## src/rtl/iir_decimator_fifo.sv

```systemverilog
// Boxcar-averages every 2^DECIM_LOG2 valid samples into a show-ahead FIFO; avg visible 1 cycle after last sample.
// Backpressure: out_valid/out_ready drain; a full FIFO without a same-cycle pop drops the average and sets sticky overflow.
module iir_decimator_fifo #(
   parameter int DECIM_LOG2  = 6,
   parameter int FIFO_ADDR_W = 4
) (
   input  logic                     clock,
   input  logic                     reset,
   input  logic                     enable,
   input  logic                     data_valid,
   input  logic signed [63:0]       data,
   input  logic                     out_ready,
   output logic signed [63:0]       out_data,
   output logic                     out_valid,
   output logic [FIFO_ADDR_W:0]     fifo_level,
   output logic                     overflow,
   output logic [DECIM_LOG2:0]      sample_cnt
);

   localparam int ACC_W = 64 + DECIM_LOG2;
   localparam int DEPTH = 2 ** FIFO_ADDR_W;
   localparam logic [DECIM_LOG2:0]    CNT_LAST = (DECIM_LOG2 + 1)'(2 ** DECIM_LOG2 - 1);
   localparam logic [DECIM_LOG2:0]    CNT_ONE  = (DECIM_LOG2 + 1)'(1);
   localparam logic [FIFO_ADDR_W:0]   LVL_FULL = (FIFO_ADDR_W + 1)'(DEPTH);
   localparam logic [FIFO_ADDR_W:0]   LVL_ONE  = (FIFO_ADDR_W + 1)'(1);
   localparam logic [FIFO_ADDR_W-1:0] PTR_ONE  = FIFO_ADDR_W'(1);

   logic signed [ACC_W-1:0]  acc_q, acc_d, sum;
   logic [DECIM_LOG2:0]      cnt_q, cnt_d;
   logic [FIFO_ADDR_W-1:0]   wr_ptr_q, wr_ptr_d, rd_ptr_q, rd_ptr_d, rd_next;
   logic [FIFO_ADDR_W:0]     level_q, level_d;
   logic signed [63:0]       head_q, head_d, avg;
   logic                     overflow_q, overflow_d;
   logic                     enable_q, enable_d;
   logic                     push, pop, full, wr_en;
   logic signed [63:0]       mem [DEPTH];

   always_comb begin
      sum      = acc_q + ACC_W'(data);
      avg      = 64'(sum >>> DECIM_LOG2);
      acc_d    = acc_q;
      cnt_d    = cnt_q;
      push     = 1'b0;
      enable_d = enable;
      if (!enable) begin
         acc_d = '0;
         cnt_d = '0;
      end else if (data_valid) begin
         if (cnt_q == CNT_LAST) begin
            push  = 1'b1;
            acc_d = '0;
            cnt_d = '0;
         end else begin
            acc_d = sum;
            cnt_d = cnt_q + CNT_ONE;
         end
      end

      pop      = (level_q != '0) && out_ready;
      full     = (level_q == LVL_FULL);
      // When full, a same-cycle pop frees the slot the write lands in.
      wr_en    = push && (!full || pop);
      rd_next  = rd_ptr_q + PTR_ONE;
      wr_ptr_d = wr_en ? wr_ptr_q + PTR_ONE : wr_ptr_q;
      rd_ptr_d = pop ? rd_next : rd_ptr_q;
      level_d  = level_q;
      if (wr_en && !pop)
         level_d = level_q + LVL_ONE;
      else if (!wr_en && pop)
         level_d = level_q - LVL_ONE;

      // Head is registered so it holds its last value once the FIFO empties.
      head_d = head_q;
      if (pop) begin
         if (level_q == LVL_ONE)
            head_d = wr_en ? avg : head_q;
         else
            head_d = mem[rd_next];
      end else if (level_q == '0 && wr_en) begin
         head_d = avg;
      end

      overflow_d = (enable && !enable_q) ? 1'b0 : overflow_q;
      if (push && full && !pop)
         overflow_d = 1'b1;
   end

   always_ff @(posedge clock or negedge reset) begin
      if (!reset) begin
         acc_q      <= '0;
         cnt_q      <= '0;
         wr_ptr_q   <= '0;
         rd_ptr_q   <= '0;
         level_q    <= '0;
         head_q     <= '0;
         overflow_q <= 1'b0;
         enable_q   <= 1'b0;
      end else begin
         acc_q      <= acc_d;
         cnt_q      <= cnt_d;
         wr_ptr_q   <= wr_ptr_d;
         rd_ptr_q   <= rd_ptr_d;
         level_q    <= level_d;
         head_q     <= head_d;
         overflow_q <= overflow_d;
         enable_q   <= enable_d;
      end
   end

   always_ff @(posedge clock) begin
      if (wr_en)
         mem[wr_ptr_q] <= avg;
   end

   assign out_data   = head_q;
   assign out_valid  = (level_q != '0);
   assign fifo_level = level_q;
   assign overflow   = overflow_q;
   assign sample_cnt = cnt_q;

endmodule

```

## config.mk

```make
export PLATFORM = sky130hd
export DESIGN_NAME = iir_decimator_fifo
export DESIGN_NICKNAME = d
export VERILOG_FILES = /design/src/rtl/iir_decimator_fifo.sv
export SDC_FILE = /design/constraint.sdc
export NUM_CORES = 2
export LEC_CHECK = 0
export ABC_AREA = 1
export CORE_AREA = 5 5 345 245
export DETAILED_ROUTE_END_ITERATION = 10
export DIE_AREA = 0 0 350 250
export PLACE_DENSITY_LB_ADDON = 0.1
export SYNTH_ARGS = -nofsm -noshare
export SYNTH_HDL_FRONTEND = slang
export SYNTH_SLANG_ARGS = --single-unit
```

## constraint.sdc

```tcl
create_clock -name clock -period 7.95 [get_ports clock]
set_input_delay 1.59 -clock clock [delete_from_list [all_inputs] [get_ports clock]]
set_output_delay 1.59 -clock clock [all_outputs]
set_load 0.005 [all_outputs]
```

* Yosys cells after proc, flatten, opt, wreduce, memory -nomap -nowiden
Memories as Yosys holds them, arrays and structs flattened. Cells that the tools add are included.
Cells by class: $add $sub $neg 6, equality and inequality tests 5, muxes and demuxes 19, reduce and logical (&&, ||, !) cells 19
Operators with widths (number):
- 64-bit 2-to-1 mux | 4
- 70-bit 2-to-1 mux | 3
- 70-bit by 64-bit adder with 70-bit output | 1
- 7-bit 2-to-1 mux | 3
- 5-bit 2-to-1 mux | 2
- 4-bit by 1-bit adder with 4-bit output, second input constant | 2
- 1-bit logical AND | 8
- 7-bit by 1-bit adder with 7-bit output, second input constant | 1
- 7-bit by 6-bit equality test with 1-bit output, second input constant | 1
- 1-bit 2-to-1 mux | 7
- 2-bit nonzero test | 3
- 5-bit by 1-bit adder with 5-bit output, second input constant | 1
- 5-bit by 1-bit equality test with 1-bit output, second input constant | 1
- 5-bit equality test, second input constant | 1
- 5-bit zero test | 1
- 5-bit nonzero test | 1
- 5-bit by 1-bit subtractor with 5-bit output, second input constant | 1
- 1-bit zero test | 4
- 3-bit inequality test, second input constant | 1
- 2-bit by 1-bit inequality test with 1-bit output, second input constant | 1
- 2-bit AND reduction | 1
- 1-bit logical OR | 1
Word-level totals: flip-flop bits (word level) 156, memory bits (writable) 1024, bits of input ports 69, output and inout port bits 78, word-level logic and storage cells 58, memories 1
Memories:
- mem | depth 16, width 64, rd ports 1, clocked after memory_dff 0, wr ports 1, RTL line 36 | logic signed [63:0] mem [DEPTH];

* Longest topological paths before layout
depth in word-level cells 9, gate-level depth with buffers 18, mapped depth without buffers 17

* Worst setup path after synthesis
No wires, ideal clock.
path type input to register, from input port data_valid, to memory mem[11][0], enable pin, setup time 0.486 ns, data arrival time 4.942 ns, path slack 2.522 ns, stages on the path 6, cells stage by stage inv_1 nor3_2 nand2_1 clkinv_1 nand2_1 nor2_1
On the way: word-level cells in the longest chain between the ends 5
RTL lines:
- from (decl) | RTL line 10 | input logic data_valid,
- 1-bit 2-to-1 mux | RTL line 48 | end else if (data_valid) begin
- 1-bit 2-to-1 mux | RTL line 45 | if (!enable) begin
- 1-bit logical AND | RTL line 62 | wr_en = push && (!full || pop);
- named net wr_en | RTL line 35 | logic push, pop, full, wr_en;
- 1-bit 2-to-1 mux | RTL line 111 | if (wr_en)
- 1-bit 2-to-1 mux (not written as such) | RTL line 112 | mem[wr_ptr_q] <= avg;
- to (decl) | RTL line 36
The timed path passes the listed nets, and every way through them passes these cells.

* Worst setup path in the final report
from input port enable, to register head_q[5] (netlist: out_data[5])
On the way: word-level cells in the longest chain between the ends 5, elaborated cells between the ends (all ways) 6, those cells by class eq/ne (1); mux (1); reduce/logical (4)
RTL lines:
- from (decl) | RTL line 9 | input logic enable,
- 1-bit 2-to-1 mux * | RTL line 45
- 1-bit logical AND * | RTL line 62
- 1-bit logical AND | RTL line 79 | end else if (level_q == '0 && wr_en) begin
- 2-bit nonzero test (no source line)
- 2-bit AND reduction (no source line) *
- to (signal assigned) | RTL line 95 | head_q <= '0;
- to (signal assigned) | RTL line 104 | head_q <= head_d;
- to (decl) | RTL line 32 | logic signed [63:0] head_q, head_d, avg;
Every way passes the cells marked *; elsewhere a longest branch is shown, timed or not. A chain may end at the register's enable or synchronous reset.

==> results.md <==
* PostCTS Resize Cnt at 0
* Post-synthesis net count at 4,930
* Drt pass-1 iters at 6
* Root Driver: clkbuf_16
* Least-Margin Pin Slew at 1238 ps
* Yosys reg bits at 1,180
* CP max stage cell: buf_4
* Synth top area share at 0.5901
* Final setup fails at 0
* Mapped cell area at 52,110 um2
* Total CTS buffers at 107
* FF/Latch Area at 34,660 um2
* Ant. Diodes at 0
* Place WS at 2533 ps
* CP required at 8540 ps
* DIE AREA at 87,500 um2
* Critical-path cell list: clkdlybuf4s50_1 > inv_1 > nor3_2 > nand2_1 > ha_1 > a22oi_2 > buf_4 > inv_2 > buf_4 > a21oi_1 > a21oi_1
* Worst hold-check path type: reg2reg
* Power Dens Cells at 381.1 nW/um2
* Max-slew violation count at 0
* Setup Buffers After CTS at 0
* First-pass GRT wire length at 225,500 um
* Headroom to the max-slew limit at 0.1750
* Final min period at 4751 ps
* Internal power at 13,100 uW
* Final nets at 5,003
* Filler cells at 5,675
* Post-synth EDFFs at 1,024
* Remaining antenna violation count after routing at 0
* Maximum clock path buffer count at 3
* Sequential cell area fraction in the yosys report at 0.6650
* Ports at 147
* Antenna violations before repair at 4
* Grt total ovfl at 0
* RSZ-0062 raised after global routing: false
* Max Fanout on Critical Path at 65
* Ys async rst share at 0.1322
* Leak at 0.02161 uW
* Clk sinks at 1,180
* Most common cell in the netlist: edfxtp_1
* Clock Power Share at 0.238
* Worst vdd ir at 0.5278 mV
* Critical path buffers and inverters at 5
* FMAX at 0.2105 GHz
* Clock transition at the registers of the reported paths at 60 ps
* Crit path DAT at 5340 ps
* DRC errors left at 0
* Share of layout cells above drive strength 1 at 0.05702
* Sw Share at 0.4097
* Final WL at 150,600 um
* Maxcap violations at 0
* Overall power at 22,200 uW
* IO buf count at 146
* Total Neg Setup Slack at 0 ps
* Cells after Synth at 4,780
* Startpoint Class: input pin
* Fin worst setup slack at 3199 ps
* Die Width at 350 um
* Synth cell types at 38
* Period utilization at 0.5977
* Global-route usage over all layers at 0.3419
* Hold Fails Final Rpt at 0
* Worst skew pair latency at 700 ps
* Largest area contributor in the netlist: edfxtp_1
* Drt initial violations at 5,691
* Initial cell density of the core at 0.6404
* Area delta synth->final at 11.78%
* Row cnt at 88
* Logic gate share of total power at 0.408
* Post-DR wirelength/cell at 25.00 um
* Yosys warning count at 0
* Gpl congestion at 1.019
* Core Area at 81,370 um2
* Vias in the first global route at 36,350
* Avg Cell Area, Syn at 10.90 um2
* Final Util at 0.7159
* CP peak stage delay at 800 ps
* Post-DP HPWL at 90,430 um
* Ys flop type: edfxtp_1
* Sequential power share at 0.354
* H-tree depth at 3
* CTS Hold Bufs at 0
* Vias post-DR at 38,200
* Largest net degree at the start of global routing at 179
* Vias per Instance at 6.339
* Worst setup EP type: register
* Footprint of the multi-input gates at 15,220 um2
* Switching power at 9096 uW
* Largest cells by area after synthesis: edfxtp_1 59%, dfrtp_1 7.5%, nand2_1 6.1%
* Crit-path leading delay family: buffers and inverters
* Critical path class: in2reg
* Die H at 250 um
* Status: finished, final reports clean
* Worst Skew at 31.44 ps
* Synth top cells by count: 1,024 x edfxtp_1, 853 x nand2_1, 705 x nor2_1, 573 x o21ai_0, 338 x inv_1
* CTS tree: yes
metal layers:
layer  global-route usage  routed length [um]  up-vias
met2               0.5010               65580     2425
met5                    0                   0        -
met4              0.09882                4686        0
met3              0.08616               20140      294
met1               0.5149               60230    18420
li1                     -                   -    17060
metrics by stage:
stage	cells	hold WS [ps]	instance area, um2
after floorplan	4780	453.4	52110
after global placement	5824	465.7	54630
after detailed placement	5824	464.2	54630
after CTS	6026	487.3	58250
after global routing	6026	501.1	58250
final	6026	476.6	58250
path summary, 6_finish.rpt:
kind	start	endpoint	slack, ps	depth (start not counted)
worst min register to register	out_data[44]$_DFFE_PN0P_	out_data[44]$_DFFE_PN0P_	480	2
worst max register to register	rd_ptr_q[0]$_DFFE_PN0P_	out_data[55]$_DFFE_PN0P_	3540	11
min in group asynchronous	reset	sample_cnt[3]$_DFFE_PN0P_	1030	1
worst min-delay path	out_data[44]$_DFFE_PN0P_	out_data[44]$_DFFE_PN0P_	480	2
worst max-delay path	enable	out_data[5]$_DFFE_PN0P_	3200	11
max in group asynchronous	reset	acc_q[36]$_DFFE_PN0P_	5480	2
registers in the layout (all words and copies together), names as in the netlist:
register and flops:
acc_q 70, enable_q 1, fifo_level 5, mem 1024
out_data 64, overflow 1, rd_ptr_q 4, sample_cnt 7
wr_ptr_q 4
layout by cell type (no fill, tap or decap), types with 7 or more instances in the layout:
cell	instances
edfxtp_1	1024
nor2_1	688
nor3_1	16
o22ai_1	47
a21oi_1	103
o211ai_1	45
inv_1	335
clkbuf_16	109
o21ai_0	573
clkinv_2	29
xnor2_1	10
ha_1	79
o221ai_1	210
o21bai_1	13
xor2_1	31
clkbuf_1	16
clkinv_1	18
clkinvlp_4	7
dfrtp_1	155
clkbuf_8	9
nand3_1	252
o21ai_1	10
nand2_1	853
nor2_4	18
bufinv_16	11
clkdlybuf4s50_1	145
buf_4	61
a22o_1	21
buf_12	8
worst min-delay path, cell delays in order (launching register included):
cell and delay (ps):
dfrtp_1 340, nand2_1 50, nand2_1 50
cell type report:
| class | instances | share of cell area |
|---|---|---|
| repair buffers | 215 | 0.03576 |
| flip-flops and latches | 1180 | 0.5950 |
| multi-input cells | 3003 | 0.2612 |
| well taps | 1080 | 0.02320 |
| clock inverters | 69 | 0.01246 |
| inverters | 346 | 0.02262 |
| clock buffers | 133 | 0.04975 |
power groups by stage:
stage / clock [uW] / sequential, uW / combinational (uW)
2_1_floorplan: 0 / 7840 / 5500
3_3_place_gp: 0 / 7980 / 8580
3_5_place_dp: 0 / 7980 / 8750
4_1_cts: 5320 / 7860 / 8840
5_1_grt: 5590 / 7890 / 9750
6_report: 5290 / 7860 / 9050
kinds of logic (layout without fill, tap and decap cells):
logic type      after synthesis  after routing  share of synthesized area
compound gates             1032           1032                     0.1203
xor+xnor                     49             49                   0.008236
fa+ha+maj                    81             81                    0.01959
buf+inv                     597            763                    0.04692
flops                      1180           1180                     0.6650
simple gates               1841           1841                     0.1399
Note: power is estimated with default switching activity, not from simulation.
